`config.mk`:
```
export PLATFORM = sky130hd
export DESIGN_NAME = elevator_ctrl
export DESIGN_NICKNAME = d
export VERILOG_FILES = /design/src/rtl/elevator_pkg.sv /design/src/rtl/elevator_ctrl_req_lookahead.sv /design/src/rtl/elevator_ctrl.sv
export SDC_FILE = /design/constraint.sdc
export NUM_CORES = 1
export LEC_CHECK = 0
export CAP_MARGIN = 10
export CORE_MARGIN = 1.5
export CORE_UTILIZATION = 45
export DETAILED_ROUTE_END_ITERATION = 8
export GPL_TIMING_DRIVEN = 0
export PLACE_DENSITY = 0.74
export SYNTH_ARGS = -nofsm -noshare
export SYNTH_HDL_FRONTEND = slang
export SYNTH_SLANG_ARGS = --single-unit
```
`constraint.sdc`:
```
create_clock -name clk -period 2.3 [get_ports clk]
set_clock_uncertainty 0.1 [all_clocks]
set_input_delay 0.345 -clock clk [delete_from_list [all_inputs] [get_ports clk]]
set_output_delay 0.345 -clock clk [all_outputs]
set_load 0.1 [all_outputs]
```
`src/rtl/elevator_pkg.sv`:
```
// Shared types and constants for the elevator controller and its dwell timer.
package elevator_pkg;

   localparam int ESTADO_W = 3;

   // Controller state, also published to the TIMEOUT dwell timer
   typedef enum logic [ESTADO_W-1:0] {
      IDLE       = 3'd0,
      MOVE_UP    = 3'd1,
      MOVE_DOWN  = 3'd2,
      DOOR_OPEN  = 3'd3,
      DOOR_CLOSE = 3'd4
   } estado_t;

   // Dwell lengths consumed by TIMEOUT; the controller only sees its pulse
   localparam int DOOR_OPEN_CYCLES  = 8;
   localparam int DOOR_CLOSE_CYCLES = 4;

endpackage

```
`src/rtl/elevator_ctrl_req_lookahead.sv`:
```
// Combinational call lookahead: are there calls above, below or at a floor.
module req_lookahead
   import elevator_pkg::*;
#(
   parameter int N_FLOORS = 4,
   parameter int FLOOR_W  = $clog2(N_FLOORS)
) (
   input  logic [N_FLOORS-1:0] pending,
   input  logic [FLOOR_W-1:0]  cur_floor,
   output logic                above,
   output logic                below,
   output logic                here
);

   logic [N_FLOORS-1:0] m_above, m_below, m_here;

   // Per-floor masks against the reference floor; avoids variable part-selects
   for (genvar i = 0; i < N_FLOORS; i++) begin : g_floor
      assign m_above[i] = pending[i] & (FLOOR_W'(i) >  cur_floor);
      assign m_below[i] = pending[i] & (FLOOR_W'(i) <  cur_floor);
      assign m_here[i]  = pending[i] & (FLOOR_W'(i) == cur_floor);
   end

   assign above = |m_above;
   assign below = |m_below;
   assign here  = |m_here;

endmodule

```
`src/rtl/elevator_ctrl.sv`:
```
// SCAN elevator controller: call latch, sensor qualification and Moore FSM.
module elevator_ctrl
   import elevator_pkg::*;
#(
   parameter int N_FLOORS = 4,
   parameter int FLOOR_W  = $clog2(N_FLOORS)
) (
   input  logic                clk,
   input  logic                rst_n,
   input  logic [N_FLOORS-1:0] req,
   input  logic [N_FLOORS-1:0] floor_sensor,
   input  logic                timeout,
   output logic [ESTADO_W-1:0] estado,
   output logic                motor_up,
   output logic                motor_down,
   output logic                door_open,
   output logic [N_FLOORS-1:0] pending,
   output logic [FLOOR_W-1:0]  cur_floor,
   output logic                dir_up
);

   estado_t             state, nxt, d_state;
   logic                dir_nxt, d_dir;
   logic [FLOOR_W-1:0]  sens_idx, clr_idx;
   logic                sens_one, arrive;
   logic [N_FLOORS-1:0] cur_oh, clr_oh, clr;
   logic                req_here;
   logic                above, below, here;
   logic                a_above, a_below, a_here;

   // Lookahead from the confirmed floor (decision D) and from the arriving floor
   req_lookahead #(.N_FLOORS(N_FLOORS), .FLOOR_W(FLOOR_W)) u_cur (
      .pending   (pending),
      .cur_floor (cur_floor),
      .above     (above),
      .below     (below),
      .here      (here)
   );

   req_lookahead #(.N_FLOORS(N_FLOORS), .FLOOR_W(FLOOR_W)) u_arr (
      .pending   (pending),
      .cur_floor (sens_idx),
      .above     (a_above),
      .below     (a_below),
      .here      (a_here)
   );

   // Sensor qualification: only a clean one-hot at a new floor is an arrival
   always_comb begin
      sens_idx = '0;
      for (int i = 0; i < N_FLOORS; i++)
         if (floor_sensor[i]) sens_idx = FLOOR_W'(i);
      sens_one = (floor_sensor != '0) &&
                 ((floor_sensor & (floor_sensor - N_FLOORS'(1))) == '0);
      arrive   = sens_one && (sens_idx != cur_floor);
   end

   // One-hot decodes of the current floor and the floor being cleared
   always_comb begin
      for (int i = 0; i < N_FLOORS; i++) begin
         cur_oh[i] = (cur_floor == FLOOR_W'(i));
         clr_oh[i] = (clr_idx   == FLOOR_W'(i));
      end
      req_here = |(req & cur_oh);
   end

   // Decision D: serve here, keep direction while calls ahead, else reverse
   always_comb begin
      d_state = IDLE;
      d_dir   = dir_up;
      if (here) begin
         d_state = DOOR_OPEN;
      end else if (dir_up) begin
         if (above) d_state = MOVE_UP;
         else if (below) begin
            d_state = MOVE_DOWN;
            d_dir   = 1'b0;
         end
      end else begin
         if (below) d_state = MOVE_DOWN;
         else if (above) begin
            d_state = MOVE_UP;
            d_dir   = 1'b1;
         end
      end
   end

   // Next-state logic; moves stop at calls or when nothing remains ahead
   always_comb begin
      nxt     = state;
      dir_nxt = dir_up;
      clr_idx = cur_floor;
      case (state)
         IDLE: begin
            nxt     = d_state;
            dir_nxt = d_dir;
         end
         MOVE_UP: if (arrive) begin
            clr_idx = sens_idx;
            if (a_here)        nxt = DOOR_OPEN;
            else if (!a_above) nxt = IDLE;
         end
         MOVE_DOWN: if (arrive) begin
            clr_idx = sens_idx;
            if (a_here)        nxt = DOOR_OPEN;
            else if (!a_below) nxt = IDLE;
         end
         DOOR_OPEN: if (timeout) nxt = DOOR_CLOSE;
         DOOR_CLOSE: begin
            // A call at this floor reopens even against a same-cycle timeout
            if (req_here) nxt = DOOR_OPEN;
            else if (timeout) begin
               nxt     = d_state;
               dir_nxt = d_dir;
            end
         end
         default: nxt = IDLE;
      endcase
      // Clearing while the door is (or is about to be) open absorbs local calls
      clr = ((nxt == DOOR_OPEN) || (state == DOOR_OPEN)) ? clr_oh : '0;
   end

   // State, call latch, floor tracking and registered Moore outputs
   always_ff @(posedge clk or negedge rst_n) begin
      if (!rst_n) begin
         state      <= IDLE;
         pending    <= '0;
         cur_floor  <= '0;
         dir_up     <= 1'b1;
         motor_up   <= 1'b0;
         motor_down <= 1'b0;
         door_open  <= 1'b0;
      end else begin
         state      <= nxt;
         pending    <= (pending | req) & ~clr;
         dir_up     <= dir_nxt;
         if (arrive) cur_floor <= sens_idx;
         motor_up   <= (nxt == MOVE_UP);
         motor_down <= (nxt == MOVE_DOWN);
         door_open  <= (nxt == DOOR_OPEN);
      end
   end

   assign estado = state;

endmodule

```
### Word-level counts from Yosys, hierarchy flattened

Index checks and enable logic that the tools add are counted.

| operators by class | value |
|---|---|
| add/sub/neg operators | 1 |
| $lt $le $gt $ge | 16 |
| equal/unequal tests | 22 |
| multiplexer cells | 31 |
| bitwise logic cells | 29 |
| reduce and logical (&&, ||, !) cells | 19 |

Operator list:

| cell | number |
|---|---|
| 2-to-1 mux 3 bit | 11 |
| OR reduction 4 bit | 7 |
| AND 1 bit | 24 |
| case mux 3 bit (5 select lines) | 1 |
| 2-to-1 mux 2 bit | 7 |
| AND 4 bit | 3 |
| equality test 3 x 2 -> 1 bit, second input constant | 4 |
| 2-to-1 mux 1 bit | 10 |
| equality test 2 bit, first input constant | 4 |
| equality test 2 bit, second input constant | 4 |
| greater-than comparator 1 x 2 -> 1 bit, first input constant | 4 |
| greater-than comparator 2 bit, first input constant | 4 |
| less-than comparator 1 x 2 -> 1 bit, first input constant | 4 |
| less-than comparator 2 bit, first input constant | 4 |
| equality test 3 x 1 -> 1 bit, second input constant | 2 |
| logical NOT 2 bit | 3 |
| equality test 1 x 2 -> 1 bit, first input constant | 2 |
| equality test 2 x 1 -> 1 bit, second input constant | 2 |
| logical NOT 4 bit | 1 |
| 2-to-1 mux 4 bit | 1 |
| inequality test 2 bit, second input constant | 2 |
| inverter 4 bit | 1 |
| bitwise OR 4 bit | 1 |
| nonzero test 4 bit | 1 |
| other kinds (10) | 11 |

| storage, ports and cells | value |
|---|---|
| register bits | 13 |
| bits of input ports | 11 |
| output and inout port bits | 13 |

### Logic depth before layout (Yosys ltp)

| depth | value |
|---|---|
| word-level depth | 15 |
| depth in mapped cells | 7 |

### Hierarchy

Synthesis repeated with hierarchy kept, for this count alone.

| unflattened totals | value |
|---|---|
| cells, all modules | 122 |
| area, all modules | 1007.2 um^2 |

Modules (own cells, without submodules):

| module | times used | cells an instance | area each (um^2) |
|---|---|---|---|
| elevator_ctrl | 1 | 104 | 889.6 |
| req_lookahead | 2 | 9 | 58.8 |

### Worst setup path before layout

No wires, ideal clock.

| path | value |
|---|---|
| path type | register to register |
| from | register cur_floor[0] |
| to | register state[1] (netlist: estado[1]) |
| library setup time | 131 ps |
| arrival | 2385 ps |
| data required time | 2069 ps |
| path slack | -316 ps |
| stages on the path, launching flop included | 7 |
| cell sequence | dfrtp_1 > mux4_2 > nand3_1 > o311a_2 > o21a_4 > inv_2 > or3_1 |

| on the way | value |
|---|---|
| cells in the longest elaborated chain, start to end | 10 |
| elaborated cells on any way between the ends | 44 |

Ends and longest elaborated chain:

| what | line | text |
|---|---|---|
| start, declared | elevator_ctrl.sv:18 | `output logic [FLOOR_W-1:0] cur_floor,` |
| start signal, assigned | elevator_ctrl.sv:137 | `if (arrive) cur_floor <= sens_idx;` |
| less-than comparator 1 x 2 -> 1 bit or less-than comparator 2 bit (tied branches) | elevator_ctrl_req_lookahead.sv:20 | `assign m_below[i] = pending[i] & (FLOOR_W'(i) < cur_floor);` |
| AND 1 bit | elevator_ctrl_req_lookahead.sv:20 |  |
| OR reduction 4 bit | elevator_ctrl_req_lookahead.sv:25 | `assign below = \|m_below;` |
| 2-to-1 mux 2 bit | elevator_ctrl.sv:75 | `else if (below) begin` |
| 2-to-1 mux 2 bit | elevator_ctrl.sv:74 | `if (above) d_state = MOVE_UP;` |
| 2-to-1 mux 3 bit | elevator_ctrl.sv:73 | `end else if (dir_up) begin` |
| 2-to-1 mux 3 bit | elevator_ctrl.sv:71 | `if (here) begin` |
| 2-to-1 mux 3 bit | elevator_ctrl.sv:112 | `else if (timeout) begin` |
| 2-to-1 mux 3 bit | elevator_ctrl.sv:111 | `if (req_here) nxt = DOOR_OPEN;` |
| case mux 3 bit (5 select lines) (*) | elevator_ctrl.sv:93 | `case (state)` |
| via nxt[1] | elevator_ctrl.sv:22 | `estado_t state, nxt, d_state;` |
| end signal, assigned | elevator_ctrl.sv:134 | `state <= nxt;` |
| end, declared | elevator_ctrl.sv:22 |  |

Mark *: on every way through the listed nets, which the timed path passes. The rest lies on a longest branch.
A chain may end at the register's enable or synchronous reset.

### Final worst setup path

| path | value |
|---|---|
| from | register motor_down |
| to | output motor_down |

RTL lines:

| what | line | text |
|---|---|---|
| start, declared | elevator_ctrl.sv:15 | `output logic motor_down,` |
| start signal, assigned | elevator_ctrl.sv:139 | `motor_down <= (nxt == MOVE_DOWN);` |

No word-level cell between the ends.

==> metrics.cfg <==
[cts]
cts-root-buf = clkbuf_4
cts_num_sinks = 13
clockBufferDepth = 2
ctsHoldBuffers = 0
clkTransAtPathRegs_ns = 0.09
cts_max_level = 1
clk_latency_ns = 0.28
cts_tree = done
post_cts_buffers = 0
cts-buffers-inserted = 3

[die]
ios = 24
initial_utilization_pct = 49.1
die_h_um = 49.8
die_area_um2 = 2480
rows = 16
die_width_um = 49.8
core_region_area_um2 = 2000

[synthesis]
synth_xor_area_share_pct = 0
synthFlopType = dfrtp_1
synth_most_common_cell = nor2_1
synth_area_leaders = dfrtp_1 (31%), nand2b_1 (6.4%), nor2_1 (5.0%)
yosysSeqAreaShare_pct = 33.2
synthMuxAreaShare_pct = 7.76
yosys_warnings = 0
synth_edf_count = 0
synth_cell_types = 42
synthAdderAreaFrac_pct = 0
yosysTopAreaCellShare_pct = 30.5
synth-async-reset-ratio_pct = 100
ys_ff_latch = 13
avgSynthCellArea_um2 = 8.70
syn-num-nets = 124
synthTopCellsByCount = nor2_1 (13), dfrtp_1 (12), nand2b_1 (10), a21oi_1 (9), nand2_1 (7)
synth_compound_area_share_pct = 32.2
netlist_area_um2 = 983
synth_cells = 113
synth-simple-area-share_pct = 21.8
synth_top_family_by_area = compound AO/OA/AOI/OAI gates
synth_largest_area_cell = dfrtp_1

[drt]
drc_errors = 0
viasPerCell = 6.01
drt_pass1_iterations = 4
routed_wl_um = 2490
wl_met2_um = 1280
final_antenna_net_count = 0
vias = 992
top_layer_used = met4
wl_met3_um = 154
wl_per_cell_um = 15.1
drtIter0Drc = 44
wl_met1_um = 1030

[power]
p_per_area_nw_per_um2 = 1570
vdd_drop_max_mv = 1.11
swShare_pct = 61.0
intPower_w = 0.000768
total_power_w = 0.00197
seqPwrFrac_pct = 23.6
p_switching_w = 0.00120
p_leak_nw = 0.527
clkPwrFrac_pct = 7.6
combPwrFrac_pct = 68.9

[job]
drv_cap = 0

[cells_and_area]
nFillCells = 176
multi_input_area_um2 = 611
drive_gt1_share_pct = 20.3
finalNetCount = 150
regArea_um2 = 337
num_antenna_cells = 0
areaGrowthSynthToFinish_pct = 28.0

[global_routing]
antenna_found_initial = 0
grt-ovfl-total = 0
grt_pass1_wl_um = 4420
grt.total_usage_pct = 23.0
grt_pass1_vias = 969
grt_max_degree = 14

[setup_path]
crit_family = buffers and inverters
worst_ep_required_time_ns = 1.86
crit_path_top_delay_cell = clkdlybuf4s50_1
cp_num_buf_inv = 1
crit_path_end_kind = output pin
cp-start-kind = register
crit_cells = 1
crit_arrival_ns = 1.75
worstPathCellList = clkdlybuf4s50_1
r2r_cells = 5
path_max_fanout = 1
crit_type = reg -> out
cp_slowest_stage_delay_ns = 1.13

[place]
post-place-ws_ns = -0.137
io_buffers = 21
dpl.hpwl_um = 1870
gp_congestion = 0.858

[status]
run_status = complete, no violations

[timing]
relSlewSlack_pct = 35.2
slew_violations = 0
finalSetupViolCount = 0
fmax_mhz = 456
fin_crit_ns = 2.19
fin_ws_ns = 0.108
rsz0062_at_grt = true
post-route-period-util_pct = 95.3
worstMarginPinSlew_ns = 0.969
hold_viol = 0

[min_path]
holdPathStages = 2
min_path_type = in -> reg

-- sequential cells by signal, indices dropped and copies added, names as in the netlist --
register and flops:
dir_up 1, pending 4, motor_up 1, door_open 1, cur_floor 2, motor_down 1, estado 3
-- power by group through the flow --
stage	logic, W	registers, W	clock network (W)
floorplan	0.000482	0.00104	0
global placement	0.00137	0.000459	0
detailed placement	0.00138	0.000462	0
CTS	0.00135	0.000458	0.000147
global route	0.00144	0.000482	0.000161
finish	0.00136	0.000464	0.000149
-- kinds of logic (layout without fill, tap and decap cells) --
logic type	after synthesis	after routing
AOI/OAI and AO/OA	42	42
buffers and inverters	11	36
DFF	13	13
muxes	5	5
and+or+nand+nor	42	42
-- per-stage QoR --
step	hold WS [ns]	cell area [µm²]	instances	util (%)	TNS (ns)
2_1_floorplan	-0.0506	993	113	-	0
5_1_grt	0.346	1260	165	62.9	-0.000393
3_5_place_dp	0.441	1240	161	61.8	-0.673
6_report	0.313	1260	165	62.9	0
3_3_place_gp	0.428	1240	161	61.8	-0.584
4_1_cts	0.315	1250	165	62.6	0
-- area by class of cell --
class	count	area share [%]
well taps	27	2.68
plain buffers	5	2.19
inverters	6	1.79
clock buffers	4	2.09
repair buffers	21	16.0
flip-flops and latches	13	26.7
multi-input cells	89	48.5
-- worst paths after layout --
| kind | startpoint | slack (ns) | to |
|---|---|---|---|
| max | motor_down$_DFF_PN0_ | 0.11 | motor_down |
| min | floor_sensor[1] | 0.31 | cur_floor[1]$_DFF_PN0_ |
| min in group asynchronous | rst_n | 0.33 | estado[2]$_DFF_PN0_ |
| min reg2reg | dir_up$_DFFE_PN1P_ | 0.45 | dir_up$_DFFE_PN1P_ |
| max reg2reg | estado[0]$_DFF_PN0_ | 0.27 | pending[2]$_DFF_PN0_ |
| max in group asynchronous | rst_n | 1.34 | pending[1]$_DFF_PN0_ |
-- layout by cell type (no fill, tap or decap), drive strengths merged, types with 2 or more instances in the layout --
cell type,count
clkbuf,4
a211oi,3
mux2i,2
clkdlybuf4s50,11
and2,2
a31oi,4
dfrtp,12
nor2,13
inv,6
o21ai,3
a211o,2
nand2b,10
a21o,3
nand2,7
o211ai,2
o22ai,3
buf,5
a21oi,9
mux4,2
nand3,2
dlygate4sd2,9
nor3,2
o41ai,2
-- per-layer routing --
layer  vias up  GRT usage [%]
met2        35           39.1
met1       474           29.8
met3         5           3.94
li1        478              -
met4         0           6.48
met5         -              0
-- timing repair --
action,CTS,global route
gates resized for setup,9,2
cloned,0,0
endpoints found under the setup margin,9,5
Power figures use the tool's default switching activity.
